## src/rtl/scan_chain_driver.sv

```systemverilog
// scan_chain_driver: byte-fed serial scan chain shifter with an rx holding register.
// Optional capture loopback is compiled in with SCAN_CHAIN_DRIVER_LOOPBACK_EN.
module scan_chain_driver (
  input  logic       i_clk,
  input  logic       i_rstn,
  input  logic       i_start,
  input  logic [7:0] i_len,
  input  logic       i_abort,
  output logic       o_busy,
  output logic       o_done,
  input  logic [7:0] i_txData,
  input  logic       i_txValid,
  output logic       o_txReady,
  output logic [7:0] o_rxData,
  output logic       o_rxValid,
  input  logic       i_rxReady,
  output logic       o_chainIn,
  input  logic       i_chainOut,
  output logic       o_doShift,
  input  logic       i_driveReq,
  output logic       o_canDrive
`ifdef SCAN_CHAIN_DRIVER_LOOPBACK_EN
  ,
  input  logic       i_loopback
`endif
);

  typedef enum logic [1:0] {
    IDLE,
    LOAD,
    SHIFT,
    DONE
  } state_e;

  state_e     state_q;
  logic [7:0] len_q;
  logic [7:0] cnt_q;
  logic [7:0] tx_q;
  logic [7:0] acc_q;
  logic [7:0] rx_data_q;
  logic       rx_valid_q;
  logic       can_drive_q;

  logic [2:0] bit_idx;
  logic       last_bit;
  logic       byte_end;
  logic       stall;
  logic       shift_go;
  logic       tx_bit;
  logic       cap_bit;
  logic       start_go;
  logic [7:0] acc_d;

  assign bit_idx  = cnt_q[2:0];
  assign last_bit = (cnt_q == len_q);
  assign byte_end = (bit_idx == 3'd7) || last_bit;
  // Only a byte push can collide with a full holding register.
  assign stall    = (state_q == SHIFT) && byte_end
                    && rx_valid_q && !i_rxReady;
  assign shift_go = (state_q == SHIFT) && !stall;
  assign tx_bit   = tx_q[bit_idx];
  assign start_go = (state_q == IDLE) && i_start && !i_abort;

`ifdef SCAN_CHAIN_DRIVER_LOOPBACK_EN
  assign cap_bit   = i_loopback ? o_chainIn : i_chainOut;
  assign o_doShift = shift_go && !i_loopback;
`else
  assign cap_bit   = i_chainOut;
  assign o_doShift = shift_go;
`endif

  assign o_chainIn  = shift_go && tx_bit;
  assign o_busy     = (state_q == LOAD) || (state_q == SHIFT);
  assign o_txReady  = (state_q == LOAD);
  assign o_done     = (state_q == DONE);
  assign o_rxData   = rx_data_q;
  assign o_rxValid  = rx_valid_q;
  assign o_canDrive = can_drive_q;

  always_comb begin
    acc_d          = acc_q;
    acc_d[bit_idx] = cap_bit;
  end

  always_ff @(posedge i_clk) begin
    if (!i_rstn) begin
      state_q     <= IDLE;
      len_q       <= '0;
      cnt_q       <= '0;
      tx_q        <= '0;
      acc_q       <= '0;
      rx_data_q   <= '0;
      rx_valid_q  <= 1'b0;
      can_drive_q <= 1'b0;
    end else begin
      can_drive_q <= i_driveReq && (state_q == IDLE) && !start_go;
      if (i_abort) begin
        state_q    <= IDLE;
        rx_valid_q <= 1'b0;
      end else begin
        if (rx_valid_q && i_rxReady)
          rx_valid_q <= 1'b0;
        unique case (state_q)
          IDLE: begin
            if (i_start) begin
              len_q   <= i_len;
              cnt_q   <= '0;
              acc_q   <= '0;
              state_q <= LOAD;
            end
          end
          LOAD: begin
            if (i_txValid) begin
              tx_q    <= i_txData;
              state_q <= SHIFT;
            end
          end
          SHIFT: begin
            if (!stall) begin
              cnt_q <= cnt_q + 8'd1;
              if (byte_end) begin
                rx_data_q  <= acc_d;
                rx_valid_q <= 1'b1;
                acc_q      <= '0;
                state_q    <= last_bit ? DONE : LOAD;
              end else begin
                acc_q <= acc_d;
              end
            end
          end
          DONE: state_q <= IDLE;
          default: state_q <= IDLE;
        endcase
      end
    end
  end

endmodule

```

## config.mk

```make
export PLATFORM = sky130hd
export DESIGN_NAME = scan_chain_driver
export DESIGN_NICKNAME = d
export VERILOG_FILES = /design/src/rtl/scan_chain_driver.sv
export SDC_FILE = /design/constraint.sdc
export NUM_CORES = 1
export LEC_CHECK = 0
export BUFFER_PORTS_ARGS = -buffer_cell sky130_fd_sc_hd__buf_2
export CORE_AREA = 2 2 65 98
export CTS_CLUSTER_DIAMETER = 40
export DETAILED_ROUTE_END_ITERATION = 10
export DIE_AREA = 0 0 67 100
export SYNTH_ARGS = -nofsm -noshare
export SYNTH_HDL_FRONTEND = slang
export SYNTH_SLANG_ARGS = --single-unit
```

## constraint.sdc

```tcl
create_clock -name i_clk -period 2 [get_ports i_clk]
set_input_delay 0.1 -clock i_clk [delete_from_list [all_inputs] [get_ports i_clk]]
set_output_delay 0.1 -clock i_clk [all_outputs]
set_load 0.005 [all_outputs]
```

==> key figures, run 1 <==
Status
  – Outcome: finished, final reports clean

Route
  – Vias/cell: 5.03
  – Post-Route WL: 4.91 mm
  – DR DRC count: 0
  – Total vias in the final route: 1906
  – DR iter-0 viols: 91
  – Routed WL per cell: 12.9 um
  – Post-DRT Antenna Nets: 0
  – DR pass1 iterations: 4

Min path
  – Hold Crit Depth: 3
  – Worst Hold Path EP: len_q[7]
  – Hold_sp: i_len[7]
  – Hold Path Class: in2reg

Placed design
  – Post-DP HPWL: 3.58 mm
  – Routability cong.: 0.802
  – DP Worst Slack: 0.0305 ns
  – # port buffers: 38
  – Cell area after placement: 2630 um2

STA
  – Final setup margin: 0.0211 ns
  – Final setup viols: 0
  – Clk_skew: 0.00566 ns
  – Slew Limit Fails: 0
  – Final hold vios: 0
  – Unrepaired setup endpoints after global routing: yes
  – Peak Freq: 505 MHz
  – Min Tclk post-route: 1.98 ns
  – Period utilization: 0.989
  – Relative slew slack: 0.686
  – Slew @ Worst Pin: 0.468 ns

Final layout
  – Area Overhead vs Synth: 29.0%
  – Post-route cell area: 2910 um2
  – Share of layout cells above drive strength 1: 0.397
  – Final net count: 334
  – N_diodes: 0

Clocking
  – Clk_lat worst skew: 0.30 ns
  – Clk buf depth: 2
  – Root buffer cell: clkbuf_8
  – Clock sinks: 44
  – Total CTS buffers: 5
  – CTS tree: done
  – Max H-tree Level: 2
  – Clock transition at path regs: 0.08 ns

Worst setup path
  – Critical path class: reg2out
  – Critical Path Max Stage Delay: 0.37 ns
  – Cells on worst reg2reg path: 6
  – Critical Path Source Type: flip-flop
  – Reg-to-Reg Start: len_q[2]
  – Reg-to-reg slack, setup: 0.09 ns
  – Crit-path max FO: 4
  – Reg-to-Reg End: o_rxData[2]
  – CP Launch Point: len_q[2]
  – CP cell instances: xnor2_4 -> nand4_1 -> o21ba_4 -> buf_6 -> o21a_4 -> nor4bb_4 -> buf_2
  – CP delay by family, top: compound AO/OA/AOI/OAI gates
  – Arrival @ worst endpoint: 1.88 ns
  – Critical Path RT: 1.90 ns
  – CP max-delay cell: dfxtp_4
  – CP endpoint kind: output pin
  – WP buf/inv: 2

Power
  – Peak supply drop: 0.340 mV
  – Power per standard cell area: 612 nW/um2
  – Lkg Pwr: 1.24 nW

Synthesis
  – Synth Flop Type: dfxtp_1
  – Synth warn: 0
  – Register area share after synthesis: 0.390
  – Top-area cell type share of the netlist area: 0.390
  – Number of synthesized flops with an enable pin: 0
  – Most frequent cell after synthesis: dfxtp_1
  – Gate Count Post-Synth: 242
  – Largest area contributor in the netlist: dfxtp_1
  – Syn_nets: 272
  – Async set-or-reset flop fraction in the synthesized netlist: 0
  – Post-synth cell types: 45
  – Post-synthesis register bit count: 44
  – Syn Area/Cell: 9.33 um2
  – Synth top cells by count: 44 x dfxtp_1, 21 x nor2b_1, 19 x nand2_1
  – Synth area leaders: dfxtp_1 39%, mux2i_1 8.0%, nor2b_1 5.8%
  – Post-Syn Area: 2260 um2

Floorplan
  – Die area: 6700 um2
  – Core footprint: 5960 um2
  – Ports: 39
  – Die Y: 100 um
  – Initial Utilization: 0.379
  – FP Rows: 35
  – Die width: 67 um

Flow run
  – Max-Cap Viols: 0

Global routing
  – Vias in the first global route: 1815
  – Gr ovfl total: 0
  – First-pass GRT wire length: 8.11 mm
  – Initial antenna violation count: 0
  – Total GRT Usage: 0.155
  – Largest net degree at the start of global routing: 35
-- worst register-to-register path, stage by stage (launching register included) --
cell	delay [ns]
dfxtp_4	0.37
xnor2_4	0.18
nand4_1	0.16
o21ba_4	0.27
or4b_4	0.62
nand3_1	0.15
o21ai_2	0.05
-- timing repair --
item                                   CTS  global route
gates cloned                             0             1
setup buffers                            4             4
endpoints found under the hold margin    0             0
hold buffers                             0             0
gates resized for setup                 11            19
pin swaps                                3             7
setup endpoints to repair                1            17
-- worst max-delay path by stage --
stage	cells past startpoint	slack, ns	end
2_1_floorplan	9	0.03	acc_q[2]
3_3_place_gp	6	0.09	o_rxData[2]
3_5_place_dp	7	0.03	acc_q[0]
4_1_cts	7	0.001	o_chainIn
5_1_grt	7	-0.03	o_chainIn
6_report	7	0.02	o_chainIn
-- stage by stage --
step	instances	total power (W)	setup TNS, ns	utilization	hold slack, ns
CTS	374	0.00178	0	0.470	0.0445
global placement	362	0.00116	0	0.441	0.350
finish	379	0.00178	0	0.489	0.0547
global route	379	0.00187	-0.0355	0.489	0.0643
detailed placement	362	0.00117	0	0.441	0.357
floorplan	242	0.00107	0	-	0.239
-- final cells by class --
cell class | count | area, um2
timing repair buffer | 69 | 434
clock inverter | 1 | 7.51
fill | 589 | 3040
tap | 74 | 92.6
inverter | 5 | 18.8
clock buffer | 7 | 86.3
multi-input combinational | 179 | 1380
sequential | 44 | 897
-- flip-flops by register name, indices dropped and copies added (netlist names) --
name and cells:
tx_q 8, state_q 2, len_q 8, o_rxValid 1, cnt_q 8, acc_q 8, o_rxData 8, o_canDrive 1
-- cells by family (layout without fill, tap and decap cells) --
kind of cell,count (synthesis),after routing,share of synthesized area
XOR/XNOR,11,11,0.0427
multiplexers,26,26,0.120
adder cells (fa/ha/maj),6,6,0.0332
buffers and inverters,19,82,0.0443
flip-flops,44,44,0.390
AO/OA/AOI/OAI,41,41,0.132
AND/OR/NAND/NOR,95,95,0.238
-- cell usage in the layout (no fill, tap or decap), types with 3 or more instances in the layout --
cell and n:
xor2_1 3, nor2b_1 21, buf_4 28, nand2b_1 4, dfxtp_2 7, or2_2 3, or3b_1 5, inv_1 3
nand2_1 19, mux2_2 8, a21oi_1 4, a21boi_0 5, a211oi_1 3, o21ai_0 3, buf_2 38, nand3_1 10
clkbuf_8 6, dfxtp_1 35, o21ai_2 8, o211ai_1 4, xnor2_1 6, nor2_1 14, mux2i_1 18, ha_1 3
-- power by group --
part	internal (W)	switching [W]	leakage (nW)	total (W)
Combinational	0.000162	0.000140	0.838	0.000302
Sequential	0.000891	0.0000146	0.361	0.000906
Clock	0.000281	0.000294	0.0445	0.000575
-- per-layer routing --
metal	GRT usage	part of all wire	vias up
met5	0	0	-
met2	0.254	0.50	40
met3	0.0303	0.042	11
met4	0.0644	0.023	0
met1	0.194	0.43	879
li1	-	-	976
(Power assumes the default switching activity.)
==> run 2, diff against run 1 <==
Settings changed: CTS_CLUSTER_DIAMETER 40 to 200, GPL_TIMING_DRIVEN set to 0.
==> run 2 against run 1 <==
Compared with the run above:
- design area down 0.13%
- sequential cell count unchanged
- sequential share of layout area rose by 0.083 points
- final cell count shrank 1.3%
- non-clock buffer count is 5 lower
- first-iteration DRC count is 55% lower
- clock power is 17% higher
- via count shrank 2.2%
- combinational power is 14% lower
- sequential power is essentially flat
==> key figures, run 2 (synthesized netlist as in run 1, its figures left out) <==
Clocking
  – Clock sinks: 44 (unchanged)
  – Total CTS buffers: 5 (unchanged)
  – Hold-fix buffers, CTS: 0 (unchanged)
  – Clock transition at path regs: 0.09 ns (about the same)
  – Clk buf depth: 2 (unchanged)
  – CTS tree: done
  – Max H-tree Level: 2 (unchanged)
  – Clk_lat worst skew: 0.30 ns (about the same)
  – Root buffer cell: clkbuf_8

STA
  – Final hold vios: 0 (unchanged)
  – Clk_skew: 0.00831 ns (+0.00266 ns)
  – Peak Freq: 503 MHz (-0.44%)
  – Period utilization: 0.994 (+0.00441)
  – Relative slew slack: 0.618 (-0.0680)
  – Slew @ Worst Pin: 0.573 ns (+0.105 ns)
  – Min Tclk post-route: 1.99 ns (+0.00882 ns)
  – Slew Limit Fails: 0 (unchanged)
  – Fin Setup TNS: 0 ns (unchanged)
  – Unrepaired setup endpoints after global routing: yes
  – Final setup viols: 0 (unchanged)

Placed design
  – Cell area after placement: 2540 um2 (-3.4%)
  – Routability cong.: 0.788 (-1.8%)
  – # port buffers: 37 (-2.6%)
  – Post-DP HPWL: 3.59 mm (+0.20%)

Worst setup path
  – Arrival @ worst endpoint: 2.19 ns (+0.31 ns)
  – Critical Path Source Type: flip-flop
  – Critical Path RT: 2.20 ns (+0.30 ns)
  – Cells on worst reg2reg path: 7 (+1)
  – Reg-to-Reg End: o_rxData[3]
  – CP endpoint kind: flip-flop
  – Reg-to-reg slack, setup: 0.01 ns (-0.08 ns)
  – Crit-path max FO: 4 (unchanged)
  – Reg-to-Reg Start: cnt_q[0]
  – Critical path class: reg2reg

Min path
  – Hold Path Class: in2reg
  – Hold Crit Depth: 3 (unchanged)
  – Worst Hold Path EP: tx_q[2]
  – Hold_sp: i_txData[2]

Global routing
  – Largest net degree at the start of global routing: 14 (-60%)
  – Gr ovfl total: 0 (unchanged)
  – Initial antenna violation count: 0 (unchanged)
  – Total GRT Usage: 0.165 (+0.0102)
  – First-pass GRT wire length: 8.46 mm (+4.3%)
  – Vias in the first global route: 1868 (+2.9%)

Route
  – DR pass1 iterations: 4 (unchanged)
  – Post-DRT Antenna Nets: 0 (unchanged)
  – Routed WL per cell: 13.4 um (+3.8%)
  – DR DRC count: 0 (unchanged)
  – Vias/cell: 4.98 (-0.90%)
  – Post-Route WL: 5.02 mm (+2.4%)
  – Total vias in the final route: 1864 (-2.2%)
  – DR iter-0 viols: 41 (-55%)

Final layout
  – Area Overhead vs Synth: 28.8%
  – Post-route cell area: 2910 um2 (-0.13%)
  – Filler cells: 606 (+2.9%)
  – Final net count: 329 (-1.5%)
  – N_diodes: 0 (unchanged)
  – Share of layout cells above drive strength 1: 0.373 (-0.0234)
  – Most common cell after layout, fill and taps aside: buf_2
  – Most frequent cells in the layout: 38 x buf_2, 36 x dfxtp_1, 21 x nor2b_1
  – Fin util: 0.488 (-0.000631)

Status
  – Outcome: finished, final reports clean

Floorplan
  – Die area: 6700 um2 (unchanged)
  – Core footprint: 5960 um2 (unchanged)
  – FP Rows: 35 (unchanged)
  – Initial Utilization: 0.379 (unchanged)
  – Die width: 67 um (unchanged)
  – Die Y: 100 um (unchanged)
  – Ports: 39 (unchanged)

Flow run
  – Max-Cap Viols: 0 (unchanged)

Power
  – Lkg Pwr: 1.22 nW (-1.8%)
  – Power per standard cell area: 633 nW/um2 (+3.4%)
  – Peak supply drop: 0.392 mV (+15%)
  – Power, Total: 0.00184 W (+3.3%)
==> run 2: how the worst max path moves through the flow <==
stage | from | to | slack (ns) | cells after the start
after global placement | state_q[0] | acc_q[7] | -0.33 | 10
after floorplan | state_q[0] | acc_q[2] | 0.03 | 9
after CTS | cnt_q[2] | cnt_q[0] | -0.02 | 9
after global routing | cnt_q[2] | o_rxData[2] | -0.04 | 8
final | cnt_q[0] | o_rxData[3] | 0.01 | 7
after detailed placement | state_q[0] | acc_q[7] | -0.36 | 10
==> run 2: through the flow <==
| stage | worst slack [ns] | hold slack, ns | cells |
|---|---|---|---|
| floorplan | 0.0303 | 0.239 | 242 |
| detailed placement | -0.364 | 0.361 | 353 |
| CTS | -0.0173 | 0.0446 | 367 |
| global route | -0.0402 | 0.0461 | 374 |
| global placement | -0.329 | 0.352 | 353 |
| finish | 0.0123 | 0.0508 | 374 |
==> run 2: final cells by class <==
class	count	area (um2)	area share
Multi-Input combinational cell	179	1400	0.480
Buffer	12	86.3	0.0297
Clock buffer	6	72.6	0.0249
Tap cell	74	92.6	0.0318
Timing Repair Buffer	52	309	0.106
Inverter	5	18.8	0.00645
Clock inverter	2	35.0	0.0120
Sequential cell	44	898	0.309
==> run 2: what timing repair did <==
action / 4_1_cts / 5_1_grt
gates resized for setup: 20 / 26
setup buffers: 8 / 7
pin swaps: 7 / 7
endpoints found under the setup margin: 24 / 24
==> run 2: worst max-delay path: stages (launching register included) <==
cell	delay, ns
dfxtp_4	0.37
xnor2_1	0.17
nand4_1	0.20
o21ba_4	0.30
or4b_4	0.55
buf_6	0.15
nand3_1	0.09
o21ai_2	0.06
==> run 2: power breakdown <==
part / total, W / internal, W / switching [W]
clock: 0.000674 / 0.000371 / 0.000303
combinational: 0.000261 / 0.000128 / 0.000132
sequential: 0.000907 / 0.000891 / 0.0000155
==> run 2: metal layers <==
metal | track usage | wire length (um) | vias to the layer above | share of wire
met5 | 0 | 0 | - | 0
met4 | 0.0958 | 149 | 0 | 0.030
met3 | 0.0381 | 203 | 10 | 0.040
met2 | 0.271 | 2550 | 40 | 0.51
met1 | 0.191 | 2120 | 855 | 0.42
li1 | - | - | 959 | -
==> run 3, diff against run 2 <==
Settings changed: CORE_AREA 2 2 65 98 to 2 2 58 88, DIE_AREA 0 0 67 100 to 0 0 60 90, PLACE_DENSITY set to 0.73.
==> run 3 against run 2 <==
Compared with the run above:
- total power rose by 1.2%
- combinational power is 6% higher
- utilization increased by 12 points
- routed wire length shrank 2.9%
- die area down 19%
- setup slack gained 0.011 ns
- worst hold slack got worse by 0.0012 ns
- register-to-register slack better by 0.04 ns
- fmax is 0.56% higher
- largest power group unchanged
==> key figures, run 3 (synthesized netlist as in run 1, its figures left out) <==
Min path
  – Hold Path Class: in2reg
  – Hold Crit Depth: 3 (unchanged)

Final layout
  – Filler cells: 408 (-33%)
  – Area Overhead vs Synth: 27.0%
  – Final Non-Filler Cells: 362 (-3.2%)
  – Final net count: 325 (-1.2%)
  – Most frequent cells in the layout: 37 x buf_2, 34 x dfxtp_1, 21 x nor2b_1
  – Most common cell after layout, fill and taps aside: buf_2
  – N_diodes: 0 (unchanged)
  – Share of layout cells above drive strength 1: 0.375 (+0.00167)

Route
  – Routed WL per cell: 13.5 um (+0.29%)
  – DR pass1 iterations: 4 (unchanged)
  – Total vias in the final route: 1896 (+1.7%)
  – Post-Route WL: 4.88 mm (-2.9%)
  – Vias/cell: 5.24 (+5.1%)
  – Post-DRT Antenna Nets: 0 (unchanged)
  – DR DRC count: 0 (unchanged)
  – DR iter-0 viols: 57 (+39%)

Power
  – Power, Total: 0.00186 W (+1.2%)
  – Power per standard cell area: 650 nW/um2 (+2.6%)
  – Lkg Pwr: 1.19 nW (-2.6%)
  – Peak supply drop: 0.651 mV (+66%)

STA
  – WHS: 0.0496 ns (-0.00122 ns)
  – Clk_skew: 0.00957 ns (+0.00126 ns)
  – Relative slew slack: 0.616 (-0.00233)
  – Slew @ Worst Pin: 0.572 ns (-0.000346 ns)
  – Final hold vios: 0 (unchanged)
  – Slew Limit Fails: 0 (unchanged)
  – Peak Freq: 506 MHz (+0.56%)
  – Final setup viols: 0 (unchanged)
  – Period utilization: 0.988 (-0.00550)
  – Final setup margin: 0.0233 ns (+0.0110 ns)
  – Min Tclk post-route: 1.98 ns (-0.0110 ns)

Clocking
  – Clk buf depth: 2 (unchanged)
  – Total CTS buffers: 5 (unchanged)
  – CTS tree: done
  – Clock transition at path regs: 0.09 ns (about the same)
  – Hold-fix buffers, CTS: 0 (unchanged)
  – Clock sinks: 44 (unchanged)
  – Max H-tree Level: 2 (unchanged)
  – Root buffer cell: clkbuf_8
  – Clk_lat worst skew: 0.30 ns (about the same)

Placed design
  – DP Worst Slack: -0.401 ns (-0.0374 ns)
  – Routability cong.: 0.849 (+7.8%)
  – Post-DP HPWL: 3.41 mm (-4.9%)
  – # port buffers: 37 (unchanged)
  – Placed cells: 345 (-2.3%)

Global routing
  – M2 GR Usage: 0.310 (+0.0386)
  – Largest net degree at the start of global routing: 17 (+3)
  – M1 GR Usage: 0.222 (+0.0314)
  – Met3 usage: 0.0460 (+0.00793)
  – First-pass GRT wire length: 7.89 mm (-6.7%)
  – Gr ovfl total: 0 (unchanged)
  – Gr busiest metal: met2
  – Total GRT Usage: 0.187 (+0.0222)
  – Vias in the first global route: 1812 (-3.0%)
  – Initial antenna violation count: 0 (unchanged)

Floorplan
  – Core footprint: 4690 um2 (-21%)
  – Ports: 39 (unchanged)
  – Die Y: 90 um (-10%)
  – Die width: 60 um (-10%)
  – Initial Utilization: 0.481 (+0.102)
  – Die area: 5400 um2 (-19%)
  – FP Rows: 31 (-11%)

Flow run
  – Max-Cap Viols: 0 (unchanged)

Worst setup path
  – Critical Path RT: 1.90 ns (-0.30 ns)
  – Critical Path Source Type: flip-flop
  – Crit-path max FO: 5 (+1)
  – Critical path class: reg2out
  – Cells on worst reg2reg path: 6 (-1)
  – CP endpoint kind: output pin
  – Arrival @ worst endpoint: 1.88 ns (-0.31 ns)

Status
  – Outcome: finished, final reports clean
run 3: cell count changes in the layout (fill, tap and decap cells not counted), sizes merged:
cell	before	now
clkbuf	12	11
buf	58	53
or4b	1	2
clkinvlp	0	1
run 3: worst max-delay path, stage by stage (launching register included):
cell	delay, ns
dfxtp_4	0.38
xnor2_2	0.15
nand4_1	0.22
o21ba_4	0.31
o21a_1	0.22
nor4bb_4	0.16
buf_2	0.14
run 3: routing by layer:
| metal | vias to the layer above | part of all wire |
|---|---|---|
| met5 | - | 0 |
| met4 | 0 | 0.022 |
| met3 | 10 | 0.036 |
| met2 | 41 | 0.53 |
| met1 | 893 | 0.41 |
| li1 | 952 | - |
run 3: power breakdown:
group,total (W),switching (W),internal [W],leakage (nW)
registers,0.000905,0.0000169,0.000888,0.363
clock network,0.000683,0.000313,0.000370,0.0541
logic,0.000276,0.000140,0.000136,0.772
run 3: path summary, 6_finish.rpt:
kind	start	endpoint	slack [ns]
worst max-delay path	cnt_q[0]	o_chainIn	0.02
worst min-delay path	i_len[6]	len_q[6]	0.05
worst max register to register	cnt_q[0]	o_rxData[4]	0.05
worst min register to register	o_rxData[5]	o_rxData[5]	0.46
run 3: cell type report:
type / instances / area (um2) / area share
timing repair buffer: 49 / 275 / 0.0960
multi-input combinational: 180 / 1410 / 0.492
buffer: 10 / 57.6 / 0.0201
tap: 66 / 82.6 / 0.0288
clock buffer: 5 / 68.8 / 0.0240
clock inverter: 3 / 42.5 / 0.0148
sequential: 44 / 908 / 0.317
inverter: 5 / 21.3 / 0.00742
run 3: metrics by stage:
step	util	TNS, ns	area (um2)
detailed placement	0.538	-5.00	2530
global placement	0.538	-4.40	2530
finish	0.611	0	2870
CTS	0.572	-0.0307	2680
global route	0.611	-0.0598	2870
floorplan	-	0	2260
run 3: timing repair:
item | 4_1_cts | 5_1_grt
cloned | 0 | 1
gates resized for setup | 15 | 30
buffers inserted | 3 | 9
pin swaps | 6 | 7
setup endpoints to repair | 25 | 23
